`src/rtl/gen_mc.sv`:
```
// Multi-channel DDS generator: per-channel phase accumulators share one sine ROM
// in round-robin, then amplitude scaling, optional inversion and sigma-delta outputs.
module gen_mc #(
    parameter int CHANNELS   = 4,
    parameter int ACC_WIDTH  = 16,
    parameter int ADDR_WIDTH = $clog2(CHANNELS) + 2
) (
    input  logic                  clk,
    input  logic                  clr,
    input  logic [ADDR_WIDTH-1:0] address,
    input  logic                  write,
    input  logic [31:0]           writedata,
    input  logic                  read,
    output logic [31:0]           readdata,
    output logic [CHANNELS-1:0]   fout,
    output logic                  sync
);
    localparam int CH_W = $clog2(CHANNELS);

    // First quarter of the wave (indices 0..64); the rest is mirrored from it.
    function automatic logic [7:0] quarter_sine(input logic [6:0] idx);
        logic [7:0] q;
        case (idx)
            7'd0:  q = 8'd128; 7'd1:  q = 8'd131; 7'd2:  q = 8'd134; 7'd3:  q = 8'd137;
            7'd4:  q = 8'd140; 7'd5:  q = 8'd143; 7'd6:  q = 8'd146; 7'd7:  q = 8'd149;
            7'd8:  q = 8'd152; 7'd9:  q = 8'd155; 7'd10: q = 8'd158; 7'd11: q = 8'd162;
            7'd12: q = 8'd165; 7'd13: q = 8'd167; 7'd14: q = 8'd170; 7'd15: q = 8'd173;
            7'd16: q = 8'd176; 7'd17: q = 8'd179; 7'd18: q = 8'd182; 7'd19: q = 8'd185;
            7'd20: q = 8'd188; 7'd21: q = 8'd190; 7'd22: q = 8'd193; 7'd23: q = 8'd196;
            7'd24: q = 8'd198; 7'd25: q = 8'd201; 7'd26: q = 8'd203; 7'd27: q = 8'd206;
            7'd28: q = 8'd208; 7'd29: q = 8'd211; 7'd30: q = 8'd213; 7'd31: q = 8'd215;
            7'd32: q = 8'd218; 7'd33: q = 8'd220; 7'd34: q = 8'd222; 7'd35: q = 8'd224;
            7'd36: q = 8'd226; 7'd37: q = 8'd228; 7'd38: q = 8'd230; 7'd39: q = 8'd232;
            7'd40: q = 8'd234; 7'd41: q = 8'd235; 7'd42: q = 8'd237; 7'd43: q = 8'd238;
            7'd44: q = 8'd240; 7'd45: q = 8'd241; 7'd46: q = 8'd243; 7'd47: q = 8'd244;
            7'd48: q = 8'd245; 7'd49: q = 8'd246; 7'd50: q = 8'd248; 7'd51: q = 8'd249;
            7'd52: q = 8'd250; 7'd53: q = 8'd250; 7'd54: q = 8'd251; 7'd55: q = 8'd252;
            7'd56: q = 8'd253; 7'd57: q = 8'd253; 7'd58: q = 8'd254; 7'd59: q = 8'd254;
            7'd60: q = 8'd254; 7'd61: q = 8'd255; 7'd62: q = 8'd255; 7'd63: q = 8'd255;
            default: q = 8'd255;
        endcase
        return q;
    endfunction

    function automatic logic [7:0] sine_lookup(input logic [7:0] a);
        logic [6:0] idx;
        logic [7:0] q;
        idx = a[6] ? (7'd64 - {1'b0, a[5:0]}) : {1'b0, a[5:0]};
        q   = quarter_sine(idx);
        return a[7] ? (8'd255 - q) : q;
    endfunction

    logic [CH_W-1:0]                 bus_ch;
    logic [CH_W-1:0]                 sel_q;
    logic [CH_W-1:0]                 sel_p1_q;
    logic [7:0]                      rom_addr;
    logic [7:0]                      rom_q;
    logic [7:0]                      s_val;
    logic [15:0]                     product;
    logic [7:0]                      scaled;
    logic [CHANNELS-1:0][7:0]        acc_top;
    logic [CHANNELS-1:0][7:0]        phofs_all;
    logic [CHANNELS-1:0][7:0]        amp_all;
    logic [CHANNELS-1:0]             inv_all;
    logic [CHANNELS-1:0]             fout_all;
    logic [CHANNELS-1:0][3:0][31:0]  rd_view;
    logic                            ch0_wrap;
    logic [31:0]                     readdata_q;
    logic                            sync_q;
    logic                            unused_ok;

    assign bus_ch = address[ADDR_WIDTH-1:2];

    // Stage 0 address, stage 2 inversion and scaling for the channel whose ROM word is in rom_q.
    assign rom_addr = acc_top[sel_q] + phofs_all[sel_q];
    assign s_val    = inv_all[sel_p1_q] ? ~rom_q : rom_q;
    assign product  = {8'd0, s_val} * {8'd0, amp_all[sel_p1_q]};
    assign scaled   = product[15:8];

    assign unused_ok = ^{writedata, product[7:0]};

    always_ff @(posedge clk) begin
        if (clr) begin
            sel_q      <= '0;
            sel_p1_q   <= '0;
            rom_q      <= 8'd0;
            sync_q     <= 1'b0;
            readdata_q <= 32'd0;
        end else begin
            sel_q    <= sel_q + CH_W'(1);
            sel_p1_q <= sel_q;
            rom_q    <= sine_lookup(rom_addr);
            sync_q   <= ch0_wrap;
            if (read) begin
                readdata_q <= rd_view[bus_ch][address[1:0]];
            end
        end
    end

    genvar gi;
    generate
        for (gi = 0; gi < CHANNELS; gi++) begin : g_ch
            logic [ACC_WIDTH-1:0] acc_q;
            logic [ACC_WIDTH-1:0] phinc_q;
            logic [ACC_WIDTH:0]   acc_sum;
            logic [7:0]           phofs_q;
            logic [7:0]           amp_q;
            logic [7:0]           held_q;
            logic [7:0]           sd_q;
            logic [8:0]           sd_sum;
            logic                 en_q;
            logic                 inv_q;
            logic                 fout_q;
            logic                 bus_hit;
            logic                 pipe_hit;

            assign acc_sum  = {1'b0, acc_q} + {1'b0, phinc_q};
            assign sd_sum   = {1'b0, sd_q} + {1'b0, held_q};
            assign bus_hit  = write && (bus_ch == CH_W'(gi));
            assign pipe_hit = (sel_p1_q == CH_W'(gi));

            always_ff @(posedge clk) begin
                if (clr) begin
                    acc_q   <= '0;
                    phinc_q <= '0;
                    phofs_q <= 8'd0;
                    amp_q   <= 8'hFF;
                    en_q    <= 1'b0;
                    inv_q   <= 1'b0;
                    held_q  <= 8'd0;
                    sd_q    <= 8'd0;
                    fout_q  <= 1'b0;
                end else begin
                    if (en_q) begin
                        acc_q <= acc_sum[ACC_WIDTH-1:0];
                    end
                    if (bus_hit) begin
                        case (address[1:0])
                            2'd0: phinc_q <= writedata[ACC_WIDTH-1:0];
                            2'd1: phofs_q <= writedata[7:0];
                            2'd2: begin
                                en_q  <= writedata[0];
                                inv_q <= writedata[1];
                                amp_q <= writedata[15:8];
                            end
                            default: ;
                        endcase
                    end
                    // A disabled channel parks its modulator so it restarts cleanly.
                    if (!en_q) begin
                        held_q <= 8'd0;
                        sd_q   <= 8'd0;
                        fout_q <= 1'b0;
                    end else begin
                        if (pipe_hit) begin
                            held_q <= scaled;
                        end
                        sd_q   <= sd_sum[7:0];
                        fout_q <= sd_sum[8];
                    end
                end
            end

            assign acc_top[gi]   = acc_q[ACC_WIDTH-1 -: 8];
            assign phofs_all[gi] = phofs_q;
            assign amp_all[gi]   = amp_q;
            assign inv_all[gi]   = inv_q;
            assign fout_all[gi]  = fout_q;
            assign rd_view[gi]   = {24'd0, acc_q[ACC_WIDTH-1 -: 8],
                                    16'd0, amp_q, 6'd0, inv_q, en_q,
                                    24'd0, phofs_q,
                                    32'(phinc_q)};

            if (gi == 0) begin : g_sync
                assign ch0_wrap = en_q & acc_sum[ACC_WIDTH];
            end
        end
    endgenerate

    assign readdata = readdata_q;
    assign fout     = fout_all;
    assign sync     = sync_q;

endmodule

```
`config.mk`:
```
export PLATFORM = sky130hd
export DESIGN_NAME = gen_mc
export DESIGN_NICKNAME = d
export VERILOG_FILES = /design/src/rtl/gen_mc.sv
export SDC_FILE = /design/constraint.sdc
export NUM_CORES = 1
export LEC_CHECK = 0
export ABC_AREA = 1
export BUFFER_PORTS_ARGS = -buffer_cell sky130_fd_sc_hd__buf_2
export CAP_MARGIN = 30
export CORE_UTILIZATION = 30
export DETAILED_ROUTE_END_ITERATION = 16
export GPL_TIMING_DRIVEN = 0
export SETUP_SLACK_MARGIN = 0.2
export SKIP_CTS_REPAIR_TIMING = 1
export SLEW_MARGIN = 25
export SYNTH_ARGS = -nofsm -noshare
export SYNTH_HDL_FRONTEND = slang
export SYNTH_SLANG_ARGS = --single-unit
```
`constraint.sdc`:
```
create_clock -name clk -period 4.5 [get_ports clk]
set_input_delay 0.9 -clock clk [delete_from_list [all_inputs] [get_ports clk]]
set_output_delay 0.9 -clock clk [all_outputs]
set_load 0.03 [all_outputs]
```
==> impl_results.md, run 1 <==
* Post-Layout Inst Area at 22290 sq um
* CTS Buffer Depth at 3
* Global-route wire length before repair at 100100 um
* Synth Instances at 2734
* Leak at 10.51 nW
* Reg2Reg Depth at 23
* Max-cap viol count at 0
* Slew headroom at 0.3279
* HPWL after detailed placement at 50200 um
* Num Clock Sinks at 297
* Hold slack at 472.1 ps
* CP startpoint kind: register
* CP max FO at 9
* Setup ws final at -500.9 ps
* Commonest non-fill, non-tap cell in the layout: nand2_1
* Drt initial violations at 1557
* Post-Route WL at 65310 um
* TritonCTS buffer count at 34
* Worst-Margin Slew at 1008 ps
* Post-placement cell area at 20570 sq um
* Fillers at 6740
* Yosys cell types at 52
* Worst hold path class: reg2reg
* Initial Util at 0.3033
* Largest net degree at the start of global routing at 13
* DRC Markers at 0
* Fin nets at 3065
* Vias in the first global route at 17.50k
* GRT overflow at 0
* DR vias/cell at 5.061
* Slowest-stage cell, CP: fa_1
* Area Overhead vs Synth at 16.72%
* CTS tree: yes
* Ys async rst share at 0
* Most frequent cells in the layout: nand2_1 (418), nor2_1 (392), inv_1 (348)
* Router iterations before antenna repair at 5
* Crit path required time at 4920 ps
* Crit path capture type: register
* Peak supply drop at 2.394 mV
* Period utilisation layout at 1.111
* Synth warn at 0
* H-tree Lvls at 2
* Pwr per Cell Area at 917.6 nW/um^2
* Inserted Diodes at 0
* Synth Register Bits at 297
* Total Power at 20.45 mW
* I/O Buffers at 32
* Core area at 62970 sq um
* Unrepaired setup endpoints after global routing: true
* Wire length per cell at 17.62 um
* Final hold vios at 0
* Total Die Area at 64670 sq um
* Highest Clock Rate at 200.0 MHz
* Clock Skew at 35.85 ps
* Worst setup path start: sel_p1_q[0]$_SDFF_PP0_
* Final Slew Violations at 0
* EDFF count, synth at 0
* Die H at 254.3 um
* Clock transition at the registers of the reported paths at 60 ps
* Most common flop cell mapped by yosys: dfxtp_1
* Width of the die at 254.3 um
* Crit-path cells: inv_4, nand2_8, inv_8, a21oi_4, nand2_8, xor2_4, buf_6, nand2_1, fa_1, fa_1, inv_1, fa_1, inv_1, fa_1, inv_2, ha_4, a21oi_4, o21ai_1, o21bai_4, buf_12, xor2_4, o21ai_1, inv_1
* Core Util, Final at 0.3540
* Final Critical Period at 5001 ps
* Antenna Nets Post-Route at 0
* Violated checks: negative setup slack
* Overall routing resource usage at 0.1997
* Post-Synthesis Cell Area at 19100 sq um
* Io pins at 77
* Site Rows at 92
* CTS Root Cell: clkbuf_16
* Routability cong. at 0.9647
* Area occupied by multi-input gates at 11850 sq um
* Syn avg cell area at 6.985 sq um
* Status: complete, but fails checks
* R2R Setup Slk at -500 ps
* FF-to-FF Start: sel_p1_q[0]$_SDFF_PP0_
* Most used cell, CP: fa_1
* Crit path DAT at 5420 ps
* Initial antenna violation count at 2
* Post-synthesis sequential area ratio at 0.3114
* Share of cells above drive strength 1 at 0.09371
* Kind of critical path: reg2reg
* Setup TNS at -12070 ps
* Setup crit end: g_ch[1].held_q[0]$_SDFFE_PP0N_
* Seq. cell area at 5953 sq um
* Clock Latency Late Sink at 550 ps
* Vias at 18.76k
* # setup viols final at 32
* Crit-path max cell delay at 530 ps
* R2R Path End: g_ch[1].held_q[0]$_SDFFE_PP0N_
-- final cells by class --
| cell class | instances | area share |
|---|---|---|
| clock inverters | 8 | 0.003929 |
| repair buffers | 56 | 0.01656 |
| clock buffers | 47 | 0.04311 |
| plain buffers | 127 | 0.02605 |
| well taps | 846 | 0.04749 |
| flip-flops and latches | 297 | 0.2671 |
| inverters | 373 | 0.06405 |
| multi-input cells | 1952 | 0.5317 |
-- how the worst min path moves through the flow --
stage,from,to,slack (ps),cells after the start
floorplan,g_ch[0].phinc_q[0]$_SDFFE_PP0P_,g_ch[0].phinc_q[0]$_SDFFE_PP0P_,440,2
global placement,readdata[12]$_SDFFE_PP0P_,readdata[12]$_SDFFE_PP0P_,460,2
detailed placement,readdata[12]$_SDFFE_PP0P_,readdata[12]$_SDFFE_PP0P_,460,2
CTS,g_ch[3].phofs_q[6]$_SDFFE_PP0P_,g_ch[3].phofs_q[6]$_SDFFE_PP0P_,470,2
global route,g_ch[3].phinc_q[8]$_SDFFE_PP0P_,g_ch[3].phinc_q[8]$_SDFFE_PP0P_,500,2
finish,readdata[12]$_SDFFE_PP0P_,readdata[12]$_SDFFE_PP0P_,470,2
-- flip-flops by register name, indices dropped and copies added, names as in the netlist --
signal and flops:
readdata 16, sel_q 2, sync 1, g_ch.fout_q 4, g_ch.amp_q 32, g_ch.phinc_q 64
g_ch.en_q 4, sel_p1_q 2, rom_q 8, g_ch.held_q 32, g_ch.inv_q 4, g_ch.sd_q 32
g_ch.phofs_q 32, g_ch.acc_q 64
-- Yosys cell counts, types with 2 or more instances --
cell type    n  share of area
o211ai_1    44          0.017
dfxtp_1    297           0.31
a22oi_1     42          0.017
inv_2        6         0.0012
nand3_2      5         0.0026
o221a_2      2         0.0012
inv_1      361          0.071
nand3_1    138          0.036
o21bai_1     2        0.00079
xnor2_1     25          0.011
o21ai_0    268          0.070
a221oi_1     2        0.00092
nor3b_1      7         0.0028
nor2_1     407          0.080
o21a_1       9         0.0035
nor2_2       2        0.00066
a211oi_1     3         0.0012
nor3_1      14         0.0037
nand2_2      8         0.0026
fa_1        44          0.046
nand2_4      4         0.0024
nand4_1      8         0.0026
a31oi_1      8         0.0026
o21ai_1      8         0.0021
nand2_1    437          0.086
clkinv_1     6         0.0012
nand3b_1     9         0.0035
a41oi_1      2        0.00092
o22ai_1     22         0.0072
a21oi_1    196          0.051
a21o_1       9         0.0035
o31ai_1      3         0.0012
buf_1        8         0.0016
xor2_2       2         0.0017
ha_1       140          0.092
a21boi_0     4         0.0016
o21ai_2      2        0.00092
xor2_1      27          0.012
and2_1       3        0.00098
o221ai_1    22          0.010
clkbuf_1    94          0.018
buf_4       24         0.0094
-- power breakdown --
group	internal, mW	total, mW	switching, mW	leakage (nW)
logic	5.78	14.9	9.10	7.59
registers	2.72	2.84	0.112	2.41
clock network	1.55	2.73	1.18	0.518
total	10.1	20.5	10.4	10.5
-- stage by stage --
step | worst slack [ps] | instances
after floorplan | -21.77 | 2749
after CTS | -804.3 | 3682
after detailed placement | -777.3 | 3627
after global routing | -634.7 | 3706
final | -500.9 | 3706
after global placement | -750.4 | 3627
-- worst max-delay path, delay by kind of cell (launching register included) --
family / cells / cell delay [ps]
AND/OR/NAND/NOR: 3 / 350
adder cells (fa/ha/maj): 5 / 2200
buffers and inverters: 8 / 620
flip-flops: 1 / 400
XOR/XNOR: 2 / 460
AO/OA/AOI/OAI: 5 / 820
-- cell families after synthesis --
| group | Yosys count | synth area share |
|---|---|---|
| other | 1 | 0.0001964 |
| adder cells (fa/ha/maj) | 184 | 0.1379 |
| flip-flops | 297 | 0.3114 |
| AO/OA/AOI/OAI | 654 | 0.1970 |
| XOR/XNOR | 54 | 0.02555 |
| buffers and inverters | 500 | 0.1031 |
| AND/OR/NAND/NOR | 1044 | 0.2250 |
-- routing by layer --
layer	vias to the layer above	GRT usage	part of all wire
li1	9171	-	-
met1	8767	0.2747	0.45
met2	681	0.3169	0.45
met3	134	0.02562	0.067
met4	2	0.07453	0.037
met5	-	0	0.00014
Power figures use the tool's default switching activity.
==> run 2, diff against run 1 <==
Settings changed: CAP_MARGIN 30 to 20, SETUP_SLACK_MARGIN 0.2 to not set.
==> impl_results.md, run 2 (synthesis results as in run 1) <==
* Area occupied by multi-input gates at 11710 sq um
* DR vias/cell at 5.031
* Die H at 254.3 um
* Clock transition at the registers of the reported paths at 60 ps
* Crit-path cells: inv_2, nand2_8, inv_8, a21oi_4, nand2_8, xor2_4, nand2_2, fa_1, fa_1, inv_1, fa_1, inv_1, fa_1, inv_2, ha_4, a21oi_4, o21ai_1, a221oi_2, nand2_1, nand2_2, nand3_2, nand2_1, inv_1
* Regs by FF count: g_ch.acc_q (64), g_ch.phinc_q (64)
* Final hold vios at 0
* Crit path required time at 4930 ps
* Unrepaired setup endpoints after global routing: true
* Fin nets at 3059
* Status: complete, but fails checks
* TritonCTS buffer count at 34
* Most used cell, CP: fa_1
* Worst hold path class: reg2reg
* Leak at 10.49 nW
* Most frequent cells in the layout: nand2_1 (424), nor2_1 (395), inv_1 (347)
* Largest net degree at the start of global routing at 14
* Num Clock Sinks at 297
* DRC Markers at 2
* CP startpoint kind: register
* H-tree Lvls at 2
* Commonest non-fill, non-tap cell in the layout: nand2_1
* Peak supply drop at 1.570 mV
* Hold Path End: g_ch[3].phofs_q[4]$_SDFFE_PP0P_
* Area Overhead vs Synth at 16.16%
* CTS Buffer Depth at 3
* Total Power at 19.53 mW
* Slew headroom at 0.3293
* Worst-Margin Slew at 1006 ps
* Reg2Reg Depth at 23
* Initial Util at 0.3033
* Core area at 62970 sq um
* Crit path DAT at 5490 ps
* Worst Hold Path Cells at 2
* Total Die Area at 64670 sq um
* Wire length per cell at 17.48 um
* Kind of critical path: reg2reg
* Fillers at 6738
* FF-to-FF Start: sel_p1_q[0]$_SDFF_PP0_
* Clock Skew at 40.65 ps
* Clock Latency Late Sink at 560 ps
* Final Critical Period at 5060 ps
* Final Slew Violations at 0
* I/O Buffers at 32
* Pwr per Cell Area at 880.5 nW/um^2
* R2R Setup Slk at -560 ps
* Routability cong. at 0.9992
* Seq. cell area at 5953 sq um
* Vias in the first global route at 17.30k
* Router iterations before antenna repair at 11
* Crit-path max cell delay at 530 ps
* Cells after DPL at 3627
* GRT overflow at 0
* Post-Route WL at 64760 um
* HPWL after detailed placement at 49960 um
* Vias at 18.65k
* Highest Clock Rate at 197.6 MHz
* Buf/Inv on CP at 6
* CTS Root Cell: clkbuf_16
* CP max FO at 9
* Max-cap viol count at 0
* Share of cells above drive strength 1 at 0.08604
* Crit path capture type: register
* Slowest-stage cell, CP: fa_1
* # setup viols final at 32
* Hold path startpoint: g_ch[3].phofs_q[4]$_SDFFE_PP0P_
* Family with the most delay on the worst path: adder cells
* Width of the die at 254.3 um
* Global-route wire length before repair at 98570 um
* Antenna Nets Post-Route at 0
* Drt initial violations at 1606
* Io pins at 77
* Initial antenna violation count at 1
* Non-Filler Instances at 3706
* CTS tree: yes
* Site Rows at 92
* R2R Path End: g_ch[1].held_q[6]$_SDFFE_PP0N_
* Overall routing resource usage at 0.1983
* Setup ws final at -560.3 ps
* Violated checks: design-rule violations, negative setup slack
* Period utilisation layout at 1.125
==> run 2: cell count changes in the layout (fill, tap and decap cells not counted), sizes merged <==
cell    change
clkbuf      +2
diode       +1
buf         -6
inv         +2
clkinv      -1
bufinv      +2
==> run 2: routing by layer <==
| layer | track usage | routed length [um] | part of all wire | vias to the layer above |
|---|---|---|---|---|
| li1 | - | - | - | 9172 |
| met1 | 0.2652 | 29090 | 0.45 | 8664 |
| met2 | 0.3109 | 28310 | 0.44 | 658 |
| met3 | 0.03827 | 4631 | 0.072 | 149 |
| met4 | 0.07849 | 2624 | 0.041 | 2 |
| met5 | 0.01278 | 112 | 0.0017 | - |
==> run 2: area by class of cell <==
cell class                 instances  area share
antenna                            1   0.0001128
clock buffer                      49     0.04546
sequential                       297      0.2684
timing repair buffer              50     0.01348
inverter                         373     0.06413
multi-input combinational       1952      0.5277
clock inverter                    11    0.007220
buffer                           127     0.02578
tap                              846     0.04772
==> run 2: how the worst max path moves through the flow <==
stage | start | endpoint | slack, ps | cells past startpoint
2_1_floorplan | sel_p1_q[0]$_SDFF_PP0_ | g_ch[2].held_q[6]$_SDFFE_PP0N_ | -20 | 23
3_3_place_gp | sel_p1_q[0]$_SDFF_PP0_ | g_ch[1].held_q[6]$_SDFFE_PP0N_ | -780 | 22
3_5_place_dp | sel_p1_q[0]$_SDFF_PP0_ | g_ch[1].held_q[6]$_SDFFE_PP0N_ | -820 | 22
4_1_cts | sel_p1_q[0]$_SDFF_PP0_ | g_ch[1].held_q[6]$_SDFFE_PP0N_ | -840 | 22
5_1_grt | sel_p1_q[0]$_SDFF_PP0_ | g_ch[1].held_q[5]$_SDFFE_PP0N_ | -740 | 22
6_report | sel_p1_q[0]$_SDFF_PP0_ | g_ch[1].held_q[6]$_SDFFE_PP0N_ | -560 | 23
==> run 2: worst min-delay path, delay by kind of cell (launching register included) <==
kind            cells  cell delay, ps
compound gates      1              60
buf+inv             1              60
flops               1             310
==> run 2: where the power goes <==
| group | internal (mW) | leakage (nW) | switching, mW |
|---|---|---|---|
| combinational | 5.24 | 7.51 | 8.50 |
| sequential | 2.72 | 2.41 | 0.105 |
| clock | 1.75 | 0.578 | 1.22 |
==> run 2: metrics by stage <==
step	worst slack (ps)	cell area (sq um)	hold slack, ps	util	TNS, ps
after floorplan	-21.77	19340	440.8	-	-90.20
final	-560.3	22180	477.1	0.3523	-13990
after global placement	-783.0	20560	459.6	0.3265	-20940
after detailed placement	-822.5	20560	466.5	0.3265	-21540
after global routing	-735.7	22180	490.4	0.3523	-19190
after CTS	-838.8	21730	477.2	0.3451	-22510
